--- src/rtl/logic_slice_sequencer_if.sv ---
// rtl/logic_slice_sequencer_if.sv - request/response/slice bundle for logic_slice_sequencer (LOGIC_SEQ_ZERO_FLAG_EN adds rsp_zero)
interface logic_slice_sequencer_if #(
  parameter int DATA_W  = 32,
  parameter int SLICE_W = 8
);
  logic               req_valid;
  logic               req_ready;
  logic [1:0]         req_op;
  logic [DATA_W-1:0]  req_a;
  logic [DATA_W-1:0]  req_b;
  logic               slice_en;
  logic [1:0]         slice_op;
  logic [SLICE_W-1:0] slice_a;
  logic [SLICE_W-1:0] slice_b;
  logic [SLICE_W-1:0] slice_y;
  logic               rsp_valid;
  logic               rsp_ready;
  logic [DATA_W-1:0]  rsp_data;
`ifdef LOGIC_SEQ_ZERO_FLAG_EN
  logic               rsp_zero;
`endif

  modport slave (
    input  req_valid, req_op, req_a, req_b, slice_y, rsp_ready,
    output req_ready, slice_en, slice_op, slice_a, slice_b, rsp_valid, rsp_data
`ifdef LOGIC_SEQ_ZERO_FLAG_EN
    , output rsp_zero
`endif
  );

  modport master (
    output req_valid, req_op, req_a, req_b, slice_y, rsp_ready,
    input  req_ready, slice_en, slice_op, slice_a, slice_b, rsp_valid, rsp_data
`ifdef LOGIC_SEQ_ZERO_FLAG_EN
    , input rsp_zero
`endif
  );
endinterface

--- src/rtl/logic_slice_sequencer.sv ---
// rtl/logic_slice_sequencer.sv - sequences 32-bit AND/OR/XOR/NOR through a narrow shared logic slice, LSB chunk first
// Optional LOGIC_SEQ_ZERO_FLAG_EN adds a registered rsp_zero flag.
module logic_slice_sequencer #(
  parameter int DATA_W  = 32,
  parameter int SLICE_W = 8
) (
  input  logic                    clk,
  input  logic                    rst_n,
  logic_slice_sequencer_if.slave  bus
);
  localparam int NUM_SLICES = DATA_W / SLICE_W;
  localparam int KW         = (NUM_SLICES > 1) ? $clog2(NUM_SLICES) : 1;
  localparam logic [KW-1:0] K_LAST = KW'(NUM_SLICES - 1);

  typedef enum logic [1:0] {IDLE, RUN, RESP} state_t;

  state_t              state_q, state_d;
  logic [KW-1:0]       k_q, k_d;
  logic [1:0]          op_q, op_d;
  logic [DATA_W-1:0]   a_q, a_d;
  logic [DATA_W-1:0]   b_q, b_d;
  logic [DATA_W-1:0]   acc_q, acc_d;
  logic [DATA_W-1:0]   rsp_data_q, rsp_data_d;
`ifdef LOGIC_SEQ_ZERO_FLAG_EN
  logic                zero_q, zero_d;
`endif

  logic                req_ready;
  logic                rsp_valid;
  logic                slice_en;
  logic [1:0]          slice_op;
  logic [SLICE_W-1:0]  slice_a;
  logic [SLICE_W-1:0]  slice_b;

  always_ff @(posedge clk or negedge rst_n) begin
    if (!rst_n) begin
      state_q    <= IDLE;
      k_q        <= '0;
      op_q       <= '0;
      a_q        <= '0;
      b_q        <= '0;
      acc_q      <= '0;
      rsp_data_q <= '0;
`ifdef LOGIC_SEQ_ZERO_FLAG_EN
      zero_q     <= 1'b1;
`endif
    end else begin
      state_q    <= state_d;
      k_q        <= k_d;
      op_q       <= op_d;
      a_q        <= a_d;
      b_q        <= b_d;
      acc_q      <= acc_d;
      rsp_data_q <= rsp_data_d;
`ifdef LOGIC_SEQ_ZERO_FLAG_EN
      zero_q     <= zero_d;
`endif
    end
  end

  always_comb begin
    state_d    = state_q;
    k_d        = k_q;
    op_d       = op_q;
    a_d        = a_q;
    b_d        = b_q;
    acc_d      = acc_q;
    rsp_data_d = rsp_data_q;
`ifdef LOGIC_SEQ_ZERO_FLAG_EN
    zero_d     = zero_q;
`endif
    req_ready  = 1'b0;
    rsp_valid  = 1'b0;
    slice_en   = 1'b0;
    slice_op   = '0;
    slice_a    = '0;
    slice_b    = '0;

    unique case (state_q)
      IDLE: begin
        req_ready = 1'b1;
        if (bus.req_valid) begin
          op_d    = bus.req_op;
          a_d     = bus.req_a;
          b_d     = bus.req_b;
          k_d     = '0;
          state_d = RUN;
        end
      end
      RUN: begin
        slice_en = 1'b1;
        slice_op = op_q;
        slice_a  = a_q[k_q*SLICE_W +: SLICE_W];
        slice_b  = b_q[k_q*SLICE_W +: SLICE_W];
        acc_d[k_q*SLICE_W +: SLICE_W] = bus.slice_y;
        // The last chunk is merged combinationally so rsp_data is complete on this edge.
        if (k_q == K_LAST) begin
          rsp_data_d = acc_d;
`ifdef LOGIC_SEQ_ZERO_FLAG_EN
          zero_d     = (acc_d == '0);
`endif
          k_d        = '0;
          state_d    = RESP;
        end else begin
          k_d = k_q + KW'(1);
        end
      end
      RESP: begin
        rsp_valid = 1'b1;
        if (bus.rsp_ready) state_d = IDLE;
      end
      default: state_d = IDLE;
    endcase
  end

  assign bus.req_ready = req_ready;
  assign bus.rsp_valid = rsp_valid;
  assign bus.rsp_data  = rsp_data_q;
  assign bus.slice_en  = slice_en;
  assign bus.slice_op  = slice_op;
  assign bus.slice_a   = slice_a;
  assign bus.slice_b   = slice_b;
`ifdef LOGIC_SEQ_ZERO_FLAG_EN
  assign bus.rsp_zero  = zero_q;
`endif
endmodule

--- src/flat_wrapper.sv ---
// flat-port wrapper written by rule: the top's interface ports become plain ports
module logic_slice_sequencer_flat 
#(
  parameter int DATA_W  = 32,
  parameter int SLICE_W = 8
)
  (clk, rst_n, bus_req_valid, bus_req_op, bus_req_a, bus_req_b, bus_slice_y, bus_rsp_ready, bus_req_ready, bus_slice_en, bus_slice_op, bus_slice_a, bus_slice_b, bus_rsp_valid, bus_rsp_data);
  logic_slice_sequencer_if #(.DATA_W(DATA_W), .SLICE_W(SLICE_W)) bus_i ();
  input  logic clk;
  input  logic rst_n;
  input wire logic [$bits(bus_i.req_valid)-1:0] bus_req_valid;
  input wire logic [$bits(bus_i.req_op)-1:0] bus_req_op;
  input wire logic [$bits(bus_i.req_a)-1:0] bus_req_a;
  input wire logic [$bits(bus_i.req_b)-1:0] bus_req_b;
  input wire logic [$bits(bus_i.slice_y)-1:0] bus_slice_y;
  input wire logic [$bits(bus_i.rsp_ready)-1:0] bus_rsp_ready;
  output wire logic [$bits(bus_i.req_ready)-1:0] bus_req_ready;
  output wire logic [$bits(bus_i.slice_en)-1:0] bus_slice_en;
  output wire logic [$bits(bus_i.slice_op)-1:0] bus_slice_op;
  output wire logic [$bits(bus_i.slice_a)-1:0] bus_slice_a;
  output wire logic [$bits(bus_i.slice_b)-1:0] bus_slice_b;
  output wire logic [$bits(bus_i.rsp_valid)-1:0] bus_rsp_valid;
  output wire logic [$bits(bus_i.rsp_data)-1:0] bus_rsp_data;
  assign bus_i.req_valid = bus_req_valid;
  assign bus_i.req_op = bus_req_op;
  assign bus_i.req_a = bus_req_a;
  assign bus_i.req_b = bus_req_b;
  assign bus_i.slice_y = bus_slice_y;
  assign bus_i.rsp_ready = bus_rsp_ready;
  assign bus_req_ready = bus_i.req_ready;
  assign bus_slice_en = bus_i.slice_en;
  assign bus_slice_op = bus_i.slice_op;
  assign bus_slice_a = bus_i.slice_a;
  assign bus_slice_b = bus_i.slice_b;
  assign bus_rsp_valid = bus_i.rsp_valid;
  assign bus_rsp_data = bus_i.rsp_data;
  logic_slice_sequencer #(.DATA_W(DATA_W), .SLICE_W(SLICE_W)) u_core (.clk(clk), .rst_n(rst_n), .bus(bus_i));
endmodule
--- config.mk ---
export PLATFORM = sky130hd
export DESIGN_NAME = logic_slice_sequencer_flat
export DESIGN_NICKNAME = d
export VERILOG_FILES = /design/src/rtl/logic_slice_sequencer_if.sv /design/src/rtl/logic_slice_sequencer.sv /design/src/flat_wrapper.sv
export SDC_FILE = /design/constraint.sdc
export NUM_CORES = 1
export LEC_CHECK = 0
export CAP_MARGIN = 20
export CORE_ASPECT_RATIO = 1.75
export CORE_UTILIZATION = 25
export CTS_CLUSTER_SIZE = 40
export DETAILED_ROUTE_END_ITERATION = 12
export GPL_TIMING_DRIVEN = 0
export HOLD_SLACK_MARGIN = 0.12
export PLACE_DENSITY = 0.42
export SLEW_MARGIN = 10
export SYNTH_ARGS = -nofsm -noshare
export SYNTH_HDL_FRONTEND = slang
export SYNTH_SLANG_ARGS = --single-unit
--- constraint.sdc ---
create_clock -name clk -period 3 [get_ports clk]
set_input_delay 0.3 -clock clk [delete_from_list [all_inputs] [get_ports clk]]
set_output_delay 0.3 -clock clk [all_outputs]
set_load 0.01 [all_outputs]
Yosys cells after proc, flatten, opt, wreduce, memory -nomap -nowiden
Index checks and enable logic that the tools add are counted.
{"block": "op_classes", "addsub": 2, "n_eq_ne": 6, "shifts": 4, "n_mux": 14, "n_reduce_logical": 6}
{"operator": "$shiftx A32 B6 Y8", "n": 2}
{"operator": "$neg A5 Y34", "n": 1}
{"operator": "$shift A8 B34 Y32 const A", "n": 1}
{"operator": "$shiftx A8 B34 Y32", "n": 1}
{"operator": "$bwmux W32", "n": 1}
{"operator": "$mux W8", "n": 2}
{"operator": "$mux W2", "n": 6}
{"operator": "$pmux W2 S3", "n": 1}
{"operator": "$reduce_and A2 Y1", "n": 3}
{"operator": "$eq A2 B2 Y1 const B", "n": 2}
{"operator": "$ne A2 B2 Y1 const B", "n": 2}
{"operator": "$pmux W2 S2", "n": 1}
{"operator": "$mux W1", "n": 3}
{"operator": "$reduce_and A3 Y1", "n": 1}
{"operator": "$add A2 B1 Y2 const B", "n": 1}
{"operator": "$eq A2 B1 Y1 const B", "n": 1}
{"operator": "$logic_not A2 Y1", "n": 1}
{"operator": "$ne A2 B1 Y1 const B", "n": 1}
{"operator": "$reduce_bool A2 Y1", "n": 1}
{"block": "word_totals", "reg_bits": 134, "output_inout_bits": 53}

Longest topological paths before layout
Gate-level depths: netlist of run 1.
{"block": "depth", "word_depth": 3, "depth_mapped": 10}

Least setup slack after synthesis of run 1
Ideal clock, no wire load.
{"block": "synth_timing", "path_kind": "flip-flop to flip-flop", "startpoint": "register u_core.k_q[0]", "endpoint": "register u_core.acc_q[0]", "setup_time_ns": 0.121, "arrival_time_ns": 2.087, "t_required_ns": 2.879, "path_slack_ns": 0.792, "stages_incl_launch_ff": 11, "n_path_buf": 5, "period_less_slack_ns": 2.208, "cell_sequence": "dfrtp_1 > buf_6 > buf_6 > buf_12 > inv_1 > ha_1 > and4bb_1 > buf_2 > and2_0 > buf_2 > a22o_1"}
{"block": "synth_via", "elab_chain_cells": 3, "word_cells_on_any_way": 4, "cone_classes": "add/sub (1); shift (2); mux (1)"}
{"element": "from (decl)", "line": "logic_slice_sequencer.sv:18", "source": "logic [KW-1:0] k_q, k_d;"}
{"element": "from (signal assigned)", "line": "logic_slice_sequencer.sv:49", "source": "k_q <= k_d;"}
{"element": "$neg A5 Y34 *", "line": "logic_slice_sequencer.sv:95", "source": "acc_d[k_q*SLICE_W +: SLICE_W] = bus.slice_y;"}
{"element": "$shiftx A8 B34 Y32 or $shift A8 B34 Y32 (tied branches)", "line": "logic_slice_sequencer.sv:95"}
{"element": "$bwmux W32 *", "line": "logic_slice_sequencer.sv:95"}
{"element": "to (signal assigned)", "line": "logic_slice_sequencer.sv:42", "source": "acc_q <= '0;"}
{"element": "to (signal assigned)", "line": "logic_slice_sequencer.sv:53", "source": "acc_q <= acc_d;"}
{"element": "to (decl)", "line": "logic_slice_sequencer.sv:22", "source": "logic [DATA_W-1:0] acc_q, acc_d;"}
Mark *: on every way between the ends. The rest lies on a longest branch, timed or not.
A chain may end at the register's enable or synchronous reset.

Worst setup path after layout of run 1
{"block": "layout_timing", "startpoint": "register u_core.k_q[0]", "endpoint": "output bus_slice_b[4]"}
{"block": "layout_via", "elab_chain_cells": 2}
{"element": "$shiftx A32 B6 Y8", "line": "logic_slice_sequencer.sv:94", "source": "slice_b = b_q[k_q*SLICE_W +: SLICE_W];"}
{"element": "$mux W8", "line": "logic_slice_sequencer.sv:79", "source": "unique case (state_q)"}
{"element": "to (decl)", "line": "flat_wrapper.sv:21", "source": "output wire logic [$bits(bus_i.slice_b)-1:0] bus_slice_b;"}
Every way passes these cells.

==> results of run 1 <==
## final cells by class
cell class / count / area share
plain buffers: 34 / 0.0265
clock buffers: 23 / 0.0590
clock inverters: 5 / 0.00605
inverters: 5 / 0.00227
multi-input cells: 283 / 0.294
flip-flops and latches: 134 / 0.406
well taps: 304 / 0.0460
repair buffers: 131 / 0.161
## critical path, cell delays in order, from the launching register on
cell and delay [ps]:
dfrtp_1 450, buf_6 220, buf_6 240, mux4_2 510, and2_1 170, clkdlybuf4s50_1 540
## final timing paths
path / startpoint / to / slack [ps] / cells past startpoint
max: u_core.k_q[0]$_DFFE_PN0P_ / bus_slice_b[4] / 150 / 5
min: bus_slice_y[5] / u_core.bus.rsp_data[13]$_DFFE_PN0P_ / 410 / 3
max reg2reg: u_core.k_q[1]$_DFFE_PN0P_ / u_core.bus.rsp_data[26]$_DFFE_PN0P_ / 320 / 8
min reg2reg: u_core.acc_q[26]$_DFFE_PN0P_ / u_core.acc_q[26]$_DFFE_PN0P_ / 490 / 1
max in group asynchronous: rst_n / u_core.b_q[24]$_DFFE_PN0P_ / 1750 / 3
min in group asynchronous: rst_n / u_core.bus.rsp_data[14]$_DFFE_PN0P_ / 460 / 2
## repair_timing
item | in CTS | in global routing
gates cloned | 0 | 0
endpoints found under the setup margin | 1 | 8
hold buffers | 1 | 0
endpoints found under the hold margin | 67 | 0
resized for setup | 0 | 2
setup buffers | 0 | 0
pin swaps | 0 | 0
## report_power, final
group / internal (mW) / switching [mW] / total [mW]
Combinational: 2.29 / 1.85 / 4.14
Clock: 1.20 / 0.758 / 1.96
Sequential: 2.69 / 0.458 / 3.15
## layer usage
layer	wire, um	share of wire	GRT usage
met1	6820	0.39	0.171
met4	567	0.032	0.0759
met2	9380	0.53	0.264
met3	763	0.044	0.0399
met5	0	0	0
## sequential cells by signal, indices dropped and copies added (netlist names)
register,cells
u_core.a_q,32
u_core.state_q,2
u_core.acc_q,32
u_core.b_q,32
u_core.bus.rsp_data,32
u_core.k_q,2
u_core.op_q,2
## cells by family after synthesis
family	count (synthesis)
AOI/OAI and AO/OA	84
adders and majority gates	6
buffers and inverters	40
DFF	134
muxes	82
and+or+nand+nor	111
## Yosys cell counts, drive strengths merged
master and n:
and4 1, buf 28, o2bb2ai 7, and3b 1, a31oi 16, nor2b 11, nand3 1, nand4 15
dfrtp 134, a41oi 1, a21o 1, and3 2, inv 5, and4bb 1, a22o 24, a32o 1
and2 19, mux2 66, a32oi 7, mux4 16, o31ai 2, nand2 6, nor2 34, or3 1
clkbuf 7, ha 6, nor3b 2, and2b 1, a21oi 24, o21bai 1, nand2b 16
## stage by stage
stage          cell area [um2]   util  std cells  worst slack [ps]
6_report                  8270  0.352        919               148
5_1_grt                   8270  0.352        919              2.31
4_1_cts                   8260  0.351        919              57.9
3_5_place_dp              7710  0.328        891               204
3_3_place_gp              7680  0.327        890             -3860
2_1_floorplan             6010      -        457               792
## cell usage in the layout (no fill, tap or decap), types with 6 or more instances in the layout
master             n
a21oi_1           24
a22o_1            24
a31oi_1           16
a32oi_1            7
and2_1            18
buf_2             15
buf_6              6
clkbuf_1           8
clkbuf_16         17
clkdlybuf4s50_1  128
dfrtp_1          134
ha_1               6
mux2_2            66
mux4_1             6
mux4_2            10
nand2_1            6
nand2b_1          16
nand4_1           15
nor2_1            34
nor2b_1           11
o2bb2ai_1          7
==> out/qor.csv, run 1 <==
metric,value,unit
final slew viol count,0,
initial DRC count,172,
Die H,207,um
Via Count,4209,
startpoint types,flip-flop,
clock root cell,clkbuf_16,
xor/xnor share of the synthesized area,0,
PwrDens,1120,nW/um2
MaxCap Viol Count,0,
post-layout min period,2850,ps
worst hold margin,406,ps
cell accounting for the most synthesized area,dfrtp_1,
Fill cells,2368,
number of global-route vias before repair,4637,
CP max FO,10,
Num Clock Sinks,134,
"Hold Vio Cnt, Final",0,
library cells used by synthesis,38,
core area,23500,um2
sequential share of the synthesized area,0.558,
average cell area after synthesis,13.2,um2
CTS tree,done,
largest net degree at the start of global routing,69,
initial antenna violation count,0,
setup TNS,0,ps
global-route wire length before repair,27700,um
layout cells sized above 1,0.216,
fraction of the mapped netlist area in simple logic gates,0.103,
Max Clock Freq,0.351,GHz
Total Routing Usage GR,0.152,
DRC viols,0,
multiplexer area fraction after synthesis,0.187,
Area contributors post-synth,"dfrtp_1 (56%), mux2_2 (12%), mux4_2 (3.7%)",
Peak supply drop,0.388,mV
Adder-Cell Fraction of Synth Area,0.0125,
die width,119,um
worst-skew pair later-pin latency,420,ps
clk_skew,4.89,ps
RePlAce Congestion,0.704,
Synth Warn #,0,
unrepaired setup endpoints after global routing,no,
via/cell ratio,4.58,
Worst-Margin Slew,674,ps
main combinational cell family by area after synthesis,multiplexers,
total power,9.25,mW
status,finished clean,
Port Buf Inserts,129,
Synth Instances,457,
Clock Pin Slew Worst Setup and Hold Paths,60,ps
CP arrival,2550,ps
Initial DRT Pass Iterations,4,
Initial Util,0.256,
Yosys top cell area share,0.558,
CP endpoint kind,primary output,
FF/Latch Area,3350,um2
# setup viols final,0,
P_leak,3.40,nW
DP HPWL,12600,um
drt total wl,17500,um
area of the multi-input gates,2430,um2
WL/cell,19.1,um
Cell Rows,74,
syn_nets,541,
P&R area growth vs syn,37.5,%
worst min path class,in2reg,
CP required,2700,ps
synthesized cell area,6010,um2
Die ar.,24700,um2
Crit Path Class,reg2out,
Synth Area in Compound Gates,0.100,
ANT cells,0,
Synth Register Bits,134,
ANT nets after route,0,
Max Root-Sink Buffers,2,
nets,690,
Ports,131,
Congestion Overflow GR,0,
Relative slew margins,0.551,
fin crit share,0.951,
cts bufs inserted,17,
Clock H-tree levels,4,
No activity file was read; power rests on OpenSTA's default activity.
==> inputs of run 2 (changes only) <==
--- a/config.mk
+++ b/config.mk
@@ -5,7 +5,7 @@
 export SDC_FILE = /design/constraint.sdc
 export NUM_CORES = 1
 export LEC_CHECK = 0
-export CAP_MARGIN = 20
+export CAP_MARGIN = 5
 export CORE_ASPECT_RATIO = 1.75
 export CORE_UTILIZATION = 25
 export CTS_CLUSTER_SIZE = 40
@@ -13,6 +13,7 @@
 export GPL_TIMING_DRIVEN = 0
 export HOLD_SLACK_MARGIN = 0.12
 export PLACE_DENSITY = 0.42
+export REMOVE_ABC_BUFFERS = 1
 export SLEW_MARGIN = 10
 export SYNTH_ARGS = -nofsm -noshare
 export SYNTH_HDL_FRONTEND = slang
==> run 2 against run 1 <==
Net effect:
- global-route usage fell by 1.4 points
- largest cell class unchanged
- die area did not move
- core utilization is 0.12 points higher
- clock skew is 2.5 ps higher
- highest routed layer unchanged
- setup slack improved by 54 ps
- wire length down 7.4%
==> out/qor.csv, run 2 (synthesis gave the netlist of run 1 again) <==
metric,value,unit,change
cell chain of the critical path,buf_12 > mux4_1 > and2_1 > clkdlybuf4s50_1,,
Num Clock Sinks,134,,unchanged
global-route wire length before repair,26000,um,-6.1%
Total Routing Usage GR,0.139,,-0.0137
worst min path class,in2async,,
core area,23500,um2,unchanged
Die H,207,um,unchanged
CP Capture Point,bus_slice_b[7],,
"Hold Vio Cnt, Final",0,,unchanged
status,finished clean,,
Clock Pin Slew Worst Setup and Hold Paths,60,ps,about the same
WL/cell,18.1,um,-4.9%
Max Clock Freq,0.357,GHz,+1.9%
initial antenna violation count,0,,unchanged
Critical Path Source,u_core.k_q[0]$_DFFE_PN0P_,,
drt total wl,16200,um,-7.4%
Relative slew margins,0.470,,-0.0804
Initial Util,0.256,,unchanged
CP required,2700,ps,about the same
slowest CP cell,dfrtp_2,,
Max Root-Sink Buffers,2,,unchanged
largest net degree at the start of global routing,85,,+23%
Die ar.,24700,um2,unchanged
layout cells sized above 1,0.205,,-0.0115
Congestion Overflow GR,0,,unchanged
Worst-Margin Slew,794,ps,+120 ps
final slew viol count,0,,unchanged
DP HPWL,11200,um,-11%
die width,119,um,unchanged
most frequent cells in the layout,"dfrtp_1 (132), clkdlybuf4s50_1 (129), mux2_2 (66)",,
clk_skew,7.35,ps,+2.46 ps
Reg-to-Reg Start,u_core.k_q[1]$_DFFE_PN0P_,,
cts bufs inserted,17,,unchanged
CP arrival,2500,ps,-50 ps
"slowest stage delay, CP",580,ps,+40 ps
FF-to-FF path depth,5,,-3
MaxCap Viol Count,0,,unchanged
unrepaired setup endpoints after global routing,no,,
Via Count,4169,,-0.95%
Crit Path Class,reg2out,,
r2r setup slk,230,ps,-90 ps
Ports,131,,unchanged
DRC viols,0,,unchanged
Final WS setup,202,ps,+53.7 ps
ANT nets after route,0,,unchanged
"worst slack, placed",-521,ps,-725 ps
worst hold margin,388,ps,-17.5 ps
CP max FO,18,,+8
"most common cell after layout, fill and taps aside",dfrtp_1,,
CTS tree,done,,
clock root cell,clkbuf_16,,
PwrDens,1140,nW/um2,+2.1%
reg2reg end,u_core.acc_q[13]$_DFFE_PN0P_,,
fin crit share,0.933,,-0.0179
P_leak,3.34,nW,-1.6%
number of global-route vias before repair,4635,,-0.043%
CP endpoint kind,primary output,,
nets,663,,-3.9%
Peak supply drop,0.573,mV,+48%
Clock H-tree levels,4,,unchanged
Fill cells,2381,,+0.55%
worst-skew pair later-pin latency,430,ps,about the same
via/cell ratio,4.66,,+1.7%
initial DRC count,104,,-40%
post-layout min period,2800,ps,-53.7 ps
ANT cells,0,,unchanged
Port Buf Inserts,130,,+0.78%
Cell Rows,74,,unchanged
# setup viols final,0,,unchanged
Initial DRT Pass Iterations,5,,+1
RePlAce Congestion,0.704,,unchanged
startpoint types,flip-flop,,
P&R area growth vs syn,37.9,%,
run 2: cell count changes in the layout (fill, tap and decap cells not counted), sizes merged:
cell           before  now
bufinv              1    5
buf                29    8
clkdlybuf4s50     128  129
clkbuf             30   19
clkinvlp            0    2
clkinv              4    5
run 2: area by class of cell:
cell class | instances | area [um2] | area share
Clock inverter | 12 | 201 | 0.0243
Multi-Input combinational cell | 283 | 2430 | 0.294
Inverter | 5 | 21.3 | 0.00256
Clock buffer | 19 | 453 | 0.0546
Timing Repair Buffer | 138 | 1450 | 0.175
Tap cell | 304 | 380 | 0.0459
Sequential cell | 134 | 3360 | 0.405
run 2: power breakdown:
| group | internal, mW | total, mW | switching [mW] |
|---|---|---|---|
| combinational | 2.23 | 3.91 | 1.69 |
| clock | 1.51 | 2.32 | 0.810 |
| sequential | 2.69 | 3.24 | 0.553 |
| total | 6.43 | 9.48 | 3.05 |
run 2: worst max-delay path, delay by kind of cell (launching register included):
family | cells | cell delay, ps
AND/OR/NAND/NOR | 1 | 170
flip-flops | 1 | 580
multiplexers | 1 | 560
buffers and inverters | 2 | 740
run 2: worst min path at each step:
stage,end,slack (ps),depth (start not counted)
CTS,u_core.a_q[27]$_DFFE_PN0P_,390,2
global route,u_core.a_q[27]$_DFFE_PN0P_,430,2
global placement,u_core.acc_q[29]$_DFFE_PN0P_,470,1
finish,u_core.b_q[15]$_DFFE_PN0P_,390,2
detailed placement,u_core.a_q[27]$_DFFE_PN0P_,300,1
floorplan,u_core.a_q[0]$_DFFE_PN0P_,4,0
run 2: what timing repair did:
item / in CTS / in global routing
setup buffers: 0 / 0
gates cloned: 0 / 0
endpoints found under the hold margin: 50 / 0
endpoints found under the setup margin: 32 / 24
pin swaps: 0 / 1
hold buffers: 1 / 0
resized for setup: 2 / 2
run 2: routing by layer:
| layer | part of all wire | routed length (um) | up-vias | global-route usage |
|---|---|---|---|---|
| met5 | 0 | 0 | - | 0 |
| met4 | 0.016 | 256 | 0 | 0.0546 |
| met3 | 0.065 | 1050 | 19 | 0.0468 |
| met2 | 0.52 | 8490 | 128 | 0.239 |
| met1 | 0.40 | 6440 | 2102 | 0.155 |
| li1 | - | - | 1920 | - |
run 2: metrics by stage:
step	cells	util	total power, mW	setup TNS, ps	cell area, um2
global route	895	0.353	10.1	0	8290
detailed placement	863	0.324	7.26	-12580	7620
finish	895	0.353	9.48	0	8290
CTS	895	0.353	9.67	0	8290
global placement	856	0.318	7.08	-735320	7470
floorplan	422	-	5.40	-44550	5790
